File: src/rtl/collision_arbiter.sv
// Per-frame collision scheduler: latches requests during a frame, grants one fixed-priority
// winner at each frame boundary, masks recent winners for a few frames, counts losers.
module collision_arbiter #(
    parameter int unsigned NUM_SRC         = 6,
    parameter int unsigned COOLDOWN_FRAMES = 3,
    parameter int unsigned DROP_W          = 8,
    localparam int unsigned IdxW = (NUM_SRC > 1) ? $clog2(NUM_SRC) : 1
) (
    input  logic               clk_i,
    input  logic               reset_i,
    input  logic               start_of_frame_i,
    input  logic               pause_i,
    input  logic [NUM_SRC-1:0] collision_req_i,
    output logic [NUM_SRC-1:0] grant_o,
    output logic               grant_valid_o,
    output logic [IdxW-1:0]    grant_index_o,
    output logic [NUM_SRC-1:0] cooling_o,
    output logic [DROP_W-1:0]  dropped_count_o
);

    localparam int unsigned CntW = (COOLDOWN_FRAMES > 0) ? $clog2(COOLDOWN_FRAMES + 1) : 1;
    localparam int unsigned PopW = $clog2(NUM_SRC + 1);
    localparam int unsigned SumW = ((DROP_W > PopW) ? DROP_W : PopW) + 1;

    logic [NUM_SRC-1:0]           pending_q, pending_d;
    logic [NUM_SRC-1:0][CntW-1:0] cnt_q, cnt_d;
    logic [NUM_SRC-1:0]           grant_q, grant_d;
    logic                         valid_q, valid_d;
    logic [IdxW-1:0]              index_q, index_d;
    logic [DROP_W-1:0]            drop_q, drop_d;

    logic [NUM_SRC-1:0] cooling;
    logic [NUM_SRC-1:0] cand;
    logic [NUM_SRC-1:0] win_oh;
    logic [IdxW-1:0]    win_idx;
    logic [PopW-1:0]    cand_cnt;
    logic [PopW-1:0]    drop_inc;
    logic [SumW-1:0]    drop_sum;
    logic               arb;
    logic               any_cand;

    assign arb      = start_of_frame_i & ~pause_i;
    assign cand     = pending_q & ~cooling;
    assign any_cand = |cand;

    always_comb begin
        for (int s = 0; s < NUM_SRC; s++) begin
            cooling[s] = (cnt_q[s] != '0);
        end
    end

    // Scan from the top down so the lowest set index is the last one written.
    always_comb begin
        win_oh   = '0;
        win_idx  = '0;
        cand_cnt = '0;
        for (int i = NUM_SRC - 1; i >= 0; i--) begin
            if (cand[i]) begin
                win_oh    = '0;
                win_oh[i] = 1'b1;
                win_idx   = IdxW'(i);
            end
        end
        for (int i = 0; i < NUM_SRC; i++) begin
            cand_cnt = cand_cnt + PopW'(cand[i]);
        end
    end

    always_comb begin
        drop_inc = any_cand ? (cand_cnt - PopW'(1)) : '0;
        drop_sum = SumW'(drop_q) + SumW'(drop_inc);
        drop_d   = drop_q;
        if (arb) begin
            if (drop_sum > SumW'({DROP_W{1'b1}})) begin
                drop_d = {DROP_W{1'b1}};
            end else begin
                drop_d = DROP_W'(drop_sum);
            end
        end
    end

    always_comb begin
        for (int s = 0; s < NUM_SRC; s++) begin
            cnt_d[s] = cnt_q[s];
            if (arb) begin
                if (win_oh[s]) begin
                    cnt_d[s] = CntW'(COOLDOWN_FRAMES);
                end else if (cnt_q[s] != '0) begin
                    cnt_d[s] = cnt_q[s] - CntW'(1);
                end
            end
        end
    end

    // Requests seen in the boundary cycle itself seed the next frame's pending set.
    always_comb begin
        if (pause_i) begin
            pending_d = '0;
        end else if (arb) begin
            pending_d = collision_req_i & ~cooling;
        end else begin
            pending_d = pending_q | (collision_req_i & ~cooling);
        end
    end

    always_comb begin
        grant_d = arb ? win_oh : '0;
        valid_d = arb & any_cand;
        index_d = (arb & any_cand) ? win_idx : index_q;
    end

    always_ff @(posedge clk_i) begin
        if (reset_i) begin
            pending_q <= '0;
            cnt_q     <= '0;
            grant_q   <= '0;
            valid_q   <= 1'b0;
            index_q   <= '0;
            drop_q    <= '0;
        end else begin
            pending_q <= pending_d;
            cnt_q     <= cnt_d;
            grant_q   <= grant_d;
            valid_q   <= valid_d;
            index_q   <= index_d;
            drop_q    <= drop_d;
        end
    end

    assign grant_o         = grant_q;
    assign grant_valid_o   = valid_q;
    assign grant_index_o   = index_q;
    assign cooling_o       = cooling;
    assign dropped_count_o = drop_q;

endmodule

File: config.mk
export PLATFORM = sky130hd
export DESIGN_NAME = collision_arbiter
export DESIGN_NICKNAME = d
export VERILOG_FILES = /design/src/rtl/collision_arbiter.sv
export SDC_FILE = /design/constraint.sdc
export NUM_CORES = 1
export LEC_CHECK = 0
export CORE_MARGIN = 3
export CORE_UTILIZATION = 25
export CTS_CLUSTER_SIZE = 40
export DETAILED_ROUTE_END_ITERATION = 7
export MAX_ROUTING_LAYER = met4
export PLACE_DENSITY_LB_ADDON = 0.3
export SYNTH_ARGS = -nofsm -noshare
export SYNTH_HDL_FRONTEND = slang
export SYNTH_SLANG_ARGS = --single-unit
export TNS_END_PERCENT = 50
File: constraint.sdc
create_clock -name clk_i -period 5.3 [get_ports clk_i]
set_input_delay 1.06 -clock clk_i [delete_from_list [all_inputs] [get_ports clk_i]]
set_output_delay 1.06 -clock clk_i [all_outputs]
set_load 0.01 [all_outputs]
==> flow_results.xml, run 1 <==
<?xml version="1.0" encoding="UTF-8"?>
<metrics>
  <group name="detailed_routing">
    <metric name="vias" unit="">1539</metric>
    <metric name="initialDrtViolationCount" unit="">52</metric>
    <metric name="drt_pass1_iterations" unit="">4</metric>
    <metric name="postRouteWirelength" unit="mm">4.13</metric>
    <metric name="drc" unit="">0</metric>
    <metric name="antenna_violating_nets_post_route" unit="">0</metric>
    <metric name="routed_via_density" unit="">4.55</metric>
    <metric name="detail_route.wl_per_cell" unit="um">12.2</metric>
  </group>
  <group name="yosys">
    <metric name="post_synth_main_area_contributors" unit="">dfxtp_1 (40%), ha_1 (6.9%), nor2_1 (5.6%)</metric>
    <metric name="ys_ff_latch" unit="">36</metric>
    <metric name="synth.net_count" unit="">231</metric>
    <metric name="synthesis.area" unit="um2">1810</metric>
    <metric name="ys_dominant_reg_cell" unit="">dfxtp_1</metric>
    <metric name="synth_area_per_cell" unit="um2">8.76</metric>
    <metric name="post_synth_edffs" unit="">0</metric>
    <metric name="synth_area_leader_cell" unit="">dfxtp_1</metric>
    <metric name="synth-warning-count" unit="">0</metric>
    <metric name="syn-instance-count" unit="">207</metric>
    <metric name="ys_top_cells_by_count" unit="">dfxtp_1 (36), nor2_1 (27), inv_1 (23), a21oi_1 (12), ha_1 (10)</metric>
    <metric name="yosysUniqueCellTypes" unit="">43</metric>
    <metric name="area_share_of_the_leading_cell_type_in_the_synthesized_netlist" unit="%">39.7</metric>
    <metric name="ys_async_sr_fraction" unit="%">0</metric>
    <metric name="yosysSeqAreaShare" unit="%">39.7</metric>
    <metric name="post-synth-top-count-cell" unit="">dfxtp_1</metric>
  </group>
  <group name="final_layout">
    <metric name="syn_to_final_growth" unit="%">28.6</metric>
    <metric name="antenna_cells_inserted" unit="">0</metric>
    <metric name="finish.utilization" unit="%">33.8</metric>
    <metric name="num-nets-final" unit="">265</metric>
    <metric name="final_layout_size_suffix_gt1_share" unit="%">5.79</metric>
  </group>
  <group name="die">
    <metric name="floorplan.initialDensity" unit="%">26.3</metric>
    <metric name="ios" unit="">34</metric>
    <metric name="core-area" unit="um2">6910</metric>
    <metric name="die_height" unit="um">91.2</metric>
    <metric name="die_w" unit="um">91.2</metric>
    <metric name="std_cell_rows" unit="">30</metric>
    <metric name="floorplan.die_area" unit="um2">8310</metric>
  </group>
  <group name="cts">
    <metric name="clock_tree.buffer_depth" unit="">2</metric>
    <metric name="cts_tree" unit="">built</metric>
    <metric name="clk_pin_slew" unit="ns">0.07</metric>
    <metric name="cts_post_setup_buffers_inserted" unit="">0</metric>
    <metric name="resize_count_post_cts" unit="">0</metric>
    <metric name="clockRootBuffer" unit="">clkbuf_8</metric>
    <metric name="worstSkewPairLatency" unit="ns">0.29</metric>
    <metric name="cts_max_level" unit="">2</metric>
    <metric name="cts.sinks" unit="">36</metric>
    <metric name="cts-hold-fix-buffers" unit="">0</metric>
    <metric name="cts_buffers" unit="">5</metric>
  </group>
  <group name="power">
    <metric name="p_per_area" unit="nW/um2">264</metric>
    <metric name="combPwrFrac" unit="%">20.2</metric>
    <metric name="power" unit="W">0.000615</metric>
    <metric name="power_frac_seq" unit="%">46.9</metric>
    <metric name="ir_drop" unit="uV">81.4</metric>
    <metric name="power.static_leakage" unit="nW">0.856</metric>
    <metric name="power_switching" unit="W">0.000172</metric>
    <metric name="pwr-share-clk" unit="%">32.9</metric>
    <metric name="internal_power" unit="W">0.000443</metric>
    <metric name="fraction_of_power_spent_switching_nets" unit="%">28.0</metric>
  </group>
  <group name="hold_path">
    <metric name="timing.hold.worst.class" unit="">reg -&gt; reg</metric>
    <metric name="hold_path_depth" unit="">1</metric>
    <metric name="holdPathEnd" unit="">cnt_q[7]$_SDFFE_PP0P_</metric>
    <metric name="min_from" unit="">cnt_q[7]$_SDFFE_PP0P_</metric>
  </group>
  <group name="worst_setup_path">
    <metric name="critPathKind" unit="">reg -&gt; reg</metric>
    <metric name="worst_r2r_path_depth" unit="">13</metric>
    <metric name="worst_setup_path_start_kind" unit="">register</metric>
    <metric name="reg2reg_from" unit="">cnt_q[0]$_SDFFE_PP0P_</metric>
    <metric name="rrSetupSlack" unit="ns">1.32</metric>
    <metric name="critical_path_peak_fanout" unit="">7</metric>
    <metric name="r2r-end" unit="">dropped_count_o[6]$_SDFFE_PP0P_</metric>
    <metric name="cp.arrival" unit="ns">4.17</metric>
    <metric name="cp_data_required_time" unit="ns">5.49</metric>
    <metric name="cp-end-kind" unit="">register</metric>
    <metric name="critPathLaunch" unit="">cnt_q[0]$_SDFFE_PP0P_</metric>
  </group>
  <group name="global_routing">
    <metric name="vias_in_the_first_global_route" unit="">1585</metric>
    <metric name="global_route.usage.met1" unit="%">13.3</metric>
    <metric name="groute.usage.overall" unit="%">11.4</metric>
    <metric name="first_pass_grt_wire_length" unit="mm">7.38</metric>
    <metric name="grt_start_max_net_pins" unit="">27</metric>
    <metric name="grt.busiest_layer" unit="">met2</metric>
    <metric name="use_met3" unit="%">4.14</metric>
    <metric name="antenna_found_initial" unit="">0</metric>
    <metric name="overflow" unit="">0</metric>
    <metric name="met2_usage" unit="%">18.4</metric>
  </group>
  <group name="run_status">
    <metric name="run_status" unit="">finished clean</metric>
  </group>
  <group name="sta">
    <metric name="worst-slew-pin-transition" unit="ns">0.998</metric>
    <metric name="setup_viol" unit="">0</metric>
    <metric name="totalNegativeSetupSlack" unit="ns">0</metric>
    <metric name="drv_slew" unit="">0</metric>
    <metric name="period_minus_slack" unit="ns">3.98</metric>
    <metric name="layout_worst_path_cycle_share" unit="%">75.1</metric>
    <metric name="max_freq" unit="GHz">0.251</metric>
    <metric name="final_hold_viol_count" unit="">0</metric>
    <metric name="grt_setup_unrepaired" unit="">no</metric>
    <metric name="timing.slew.headroom" unit="%">33.3</metric>
    <metric name="clock_skew" unit="ns">0.00542</metric>
  </group>
  <group name="place">
    <metric name="numPortBuffers" unit="">33</metric>
    <metric name="dp_hpwl" unit="mm">3.13</metric>
    <metric name="gpl_congestion" unit="">0.794</metric>
  </group>
  <group name="job">
    <metric name="drv.max_cap_violation_count" unit="">0</metric>
  </group>
</metrics>
-- kinds of logic after synthesis --
group,Yosys count,share of synthesized area (%)
AO/OA/AOI/OAI,56,23.2
buffers and inverters,32,6.76
flip-flops,36,39.7
XOR/XNOR,4,1.93
adder cells (fa/ha/maj),14,11.3
AND/OR/NAND/NOR,65,17.1
-- worst max-delay path, stage by stage, from the launching register on --
cell	delay, ns
dfxtp_1	0.32
inv_1	0.06
ha_1	0.29
nand2_1	0.15
ha_1	0.33
fa_1	0.45
fa_1	0.39
fa_1	0.42
or2_1	0.26
fa_1	0.43
nor2b_1	0.21
o21a_1	0.22
a41oi_1	0.13
a211oi_1	0.21
-- power by group through the flow --
stage	logic (W)	registers, W	clock network [W]
after floorplan	0.0000839	0.000295	0
after global placement	0.000124	0.000294	0
after detailed placement	0.000126	0.000295	0
after CTS	0.000127	0.000288	0.000210
after global routing	0.000143	0.000290	0.000222
final	0.000124	0.000288	0.000202
-- state kept, by name (all words and copies together) (netlist names) --
name / count
cnt_q: 12
dropped_count_o: 8
grant_valid_o: 1
grant_index_o: 3
grant_o: 6
pending_q: 6
-- placed cells by master (no fill, tap or decap), types with 6 or more instances in the layout --
master	synthesis	layout
a22oi_1	6	6
dfxtp_1	36	36
a211oi_1	8	8
nand2_1	9	9
clkbuf_8	0	6
nor2_1	27	27
nor3_1	8	8
ha_1	10	10
inv_1	23	23
clkdlybuf4s50_1	0	33
a21oi_1	12	12
-- metal layers --
layer	part of all wire [%]	vias to the layer above
met2	45	29
met5	0	-
met3	5.1	8
met1	48	708
li1	-	794
met4	1.5	0
-- worst max-delay path by stage --
stage,endpoint,slack (ns),cells past startpoint
after CTS,dropped_count_o[6]$_SDFFE_PP0P_,1.30,13
after floorplan,dropped_count_o[6]$_SDFFE_PP0P_,1.56,13
final,dropped_count_o[6]$_SDFFE_PP0P_,1.32,13
after global routing,dropped_count_o[6]$_SDFFE_PP0P_,0.91,13
after global placement,dropped_count_o[6]$_SDFFE_PP0P_,1.39,13
after detailed placement,dropped_count_o[6]$_SDFFE_PP0P_,1.33,13
-- cell type report --
| class | count | area, um2 |
|---|---|---|
| Tap cell | 96 | 120 |
| Inverter | 25 | 93.8 |
| Multi-Input combinational cell | 139 | 971 |
| Timing Repair Buffer | 34 | 338 |
| Sequential cell | 36 | 721 |
| Fill cell | 747 | 4570 |
| Clock buffer | 8 | 90.1 |
-- stage by stage --
stage          setup slack, ns  hold WS (ns)  cells  cell area (um2)
5_1_grt                  0.910         0.504    338             2330
4_1_cts                   1.30         0.470    338             2330
3_5_place_dp              1.33         0.454    330             2240
3_3_place_gp              1.39         0.446    330             2240
2_1_floorplan             1.56         0.437    207             1810
6_report                  1.32         0.469    338             2330
Power figures use the tool's default switching activity.
==> inputs of run 2 (changes only) <==
clock period = 3.3 ns   (was 5.3 ns; I/O delays follow)
==> run 2 against run 1 <==
  * The run now ends with negative setup slack left
  * Sequential share of layout area shrank 3.5 points
  * Setup slack lost 1.4 ns
  * Maximum frequency grew 19%
  * Combinational power grew 120%
  * Critical path depth is the same
  * Critical path type unchanged
  * Largest power group unchanged
==> flow_results.xml, run 2 (synthesis gave the netlist of run 1 again) <==
<?xml version="1.0" encoding="UTF-8"?>
<metrics>
  <group name="run_status">
    <metric name="run_status" unit="">finished with violations</metric>
    <metric name="failed_checks" unit="">negative setup slack</metric>
  </group>
  <group name="global_routing">
    <metric name="first_pass_grt_wire_length" unit="mm">7.78</metric>
    <metric name="antenna_found_initial" unit="">0</metric>
    <metric name="vias_in_the_first_global_route" unit="">1609</metric>
    <metric name="grt_start_max_net_pins" unit="">19</metric>
    <metric name="groute.usage.overall" unit="%">12.0</metric>
    <metric name="overflow" unit="">0</metric>
  </group>
  <group name="cts">
    <metric name="clock_tree.buffer_depth" unit="">2</metric>
    <metric name="clockRootBuffer" unit="">clkbuf_8</metric>
    <metric name="cts_max_level" unit="">2</metric>
    <metric name="worstSkewPairLatency" unit="ns">0.30</metric>
    <metric name="cts_buffers" unit="">5</metric>
    <metric name="clk_pin_slew" unit="ns">0.07</metric>
    <metric name="cts_tree" unit="">built</metric>
    <metric name="cts.sinks" unit="">36</metric>
  </group>
  <group name="detailed_routing">
    <metric name="drc" unit="">0</metric>
    <metric name="detail_route.wl_per_cell" unit="um">12.8</metric>
    <metric name="vias" unit="">1669</metric>
    <metric name="antenna_violating_nets_post_route" unit="">0</metric>
    <metric name="postRouteWirelength" unit="mm">4.60</metric>
    <metric name="routed_via_density" unit="">4.64</metric>
    <metric name="drt_pass1_iterations" unit="">4</metric>
    <metric name="initialDrtViolationCount" unit="">46</metric>
  </group>
  <group name="worst_setup_path">
    <metric name="critPathMaxStageDelay" unit="ns">0.42</metric>
    <metric name="worst_setup_path_start_kind" unit="">register</metric>
    <metric name="critPathBufInv" unit="">1</metric>
    <metric name="cp_data_required_time" unit="ns">3.47</metric>
    <metric name="cp-end-kind" unit="">register</metric>
    <metric name="cp.arrival" unit="ns">3.50</metric>
    <metric name="cp_top_family" unit="">adder cells</metric>
    <metric name="critPathKind" unit="">reg -&gt; reg</metric>
    <metric name="cp_slowest_cell" unit="">fa_1</metric>
    <metric name="path_common_cell" unit="">fa_2</metric>
    <metric name="critical_path_peak_fanout" unit="">5</metric>
    <metric name="crit_chain" unit="">inv_2 -&gt; ha_4 -&gt; nand2_4 -&gt; ha_4 -&gt; fa_1 -&gt; fa_2 -&gt; fa_2 -&gt; or2_4 -&gt; fa_2 -&gt; nor2b_4 -&gt; o21a_4 -&gt; and4b_1 -&gt; nor3_2</metric>
  </group>
  <group name="die">
    <metric name="die_height" unit="um">91.2</metric>
    <metric name="floorplan.die_area" unit="um2">8310</metric>
    <metric name="floorplan.initialDensity" unit="%">26.3</metric>
    <metric name="ios" unit="">34</metric>
    <metric name="std_cell_rows" unit="">30</metric>
    <metric name="core-area" unit="um2">6910</metric>
    <metric name="die_w" unit="um">91.2</metric>
  </group>
  <group name="sta">
    <metric name="period_minus_slack" unit="ns">3.33</metric>
    <metric name="clock_skew" unit="ns">0.00767</metric>
    <metric name="final_hold_viol_count" unit="">0</metric>
    <metric name="drv_slew" unit="">0</metric>
    <metric name="layout_setup_ws" unit="ns">-0.0335</metric>
    <metric name="timing.slew.headroom" unit="%">58.1</metric>
    <metric name="grt_setup_unrepaired" unit="">yes</metric>
    <metric name="worst-slew-pin-transition" unit="ns">0.629</metric>
    <metric name="setup_viol" unit="">5</metric>
    <metric name="hold_slack_final" unit="ns">0.465</metric>
    <metric name="layout_worst_path_cycle_share" unit="%">101</metric>
    <metric name="max_freq" unit="GHz">0.300</metric>
    <metric name="totalNegativeSetupSlack" unit="ns">-0.105</metric>
  </group>
  <group name="final_layout">
    <metric name="syn_to_final_growth" unit="%">45.7</metric>
    <metric name="num-nets-final" unit="">287</metric>
    <metric name="antenna_cells_inserted" unit="">0</metric>
    <metric name="design_area" unit="um2">2640</metric>
    <metric name="largest_register_ffs" unit="">12</metric>
    <metric name="commonest_cells_after_routing_fill_and_taps_aside" unit="">dfxtp_1 (33), clkdlybuf4s50_1 (33), nor2_1 (26)</metric>
    <metric name="finish.utilization" unit="%">38.3</metric>
    <metric name="final_layout_size_suffix_gt1_share" unit="%">23.9</metric>
    <metric name="top_register" unit="">cnt_q</metric>
  </group>
  <group name="power">
    <metric name="power" unit="W">0.00106</metric>
    <metric name="ir_drop" unit="uV">125</metric>
    <metric name="power.static_leakage" unit="nW">0.987</metric>
    <metric name="p_per_area" unit="nW/um2">402</metric>
  </group>
  <group name="place">
    <metric name="dp_area" unit="um2">2470</metric>
    <metric name="numPortBuffers" unit="">33</metric>
    <metric name="dp_hpwl" unit="mm">3.41</metric>
    <metric name="gpl_congestion" unit="">0.775</metric>
  </group>
  <group name="hold_path">
    <metric name="timing.hold.worst.class" unit="">reg -&gt; reg</metric>
  </group>
  <group name="job">
    <metric name="drv.max_cap_violation_count" unit="">0</metric>
  </group>
</metrics>
==> run 2: final timing paths <==
kind | startpoint | end | slack (ns) | cells past startpoint
setup / recovery | cnt_q[5]$_SDFFE_PP0P_ | dropped_count_o[4]$_SDFFE_PP0P_ | -0.03 | 13
hold / removal | cnt_q[7]$_SDFFE_PP0P_ | cnt_q[7]$_SDFFE_PP0P_ | 0.47 | 1
setup reg to reg | cnt_q[5]$_SDFFE_PP0P_ | dropped_count_o[4]$_SDFFE_PP0P_ | -0.03 | 13
hold reg to reg | cnt_q[7]$_SDFFE_PP0P_ | cnt_q[7]$_SDFFE_PP0P_ | 0.47 | 1
==> run 2: where the power goes <==
group	internal, W	leakage [nW]	switching, W	total (W)
registers	0.000451	0.294	0.0000134	0.000464
clock network	0.000170	0.0455	0.000157	0.000327
logic	0.000134	0.648	0.000137	0.000271
==> run 2: metal layers <==
metal | routed length, um | GRT usage (%) | part of all wire [%]
met1 | 2170 | 15.4 | 47
met2 | 2140 | 18.1 | 47
met3 | 232 | 4.14 | 5.0
met4 | 47 | 3.02 | 1.0
met5 | 0 | - | 0
==> run 2: stage by stage <==
stage	setup slack, ns	cells
3_5_place_dp	-0.0977	351
5_1_grt	-0.141	360
3_3_place_gp	-0.0270	351
2_1_floorplan	-0.0247	207
4_1_cts	-0.0675	359
6_report	-0.0335	360
==> run 2: worst register-to-register path: stages (launching register included) <==
cell	delay, ns
dfxtp_2	0.32
inv_2	0.06
ha_4	0.14
nand2_4	0.05
ha_4	0.26
fa_1	0.42
fa_2	0.36
fa_2	0.40
or2_4	0.25
fa_2	0.39
nor2b_4	0.14
o21a_4	0.17
and4b_1	0.21
nor3_2	0.04
==> run 2: area by class of cell <==
cell class,count,area (um2)
Clock buffer,8,90.1
Fill cell,733,4260
Inverter,25,93.8
Multi-Input combinational cell,139,1110
Sequential cell,36,724
Tap cell,96,120
Timing Repair Buffer,56,503
==> run 2: timing repair <==
action | in CTS | in global routing
hold buffers | 0 | 0
pin swaps | 5 | 6
endpoints found under the setup margin | 8 | 8
setup buffers | 0 | 1
gates resized for setup | 6 | 10
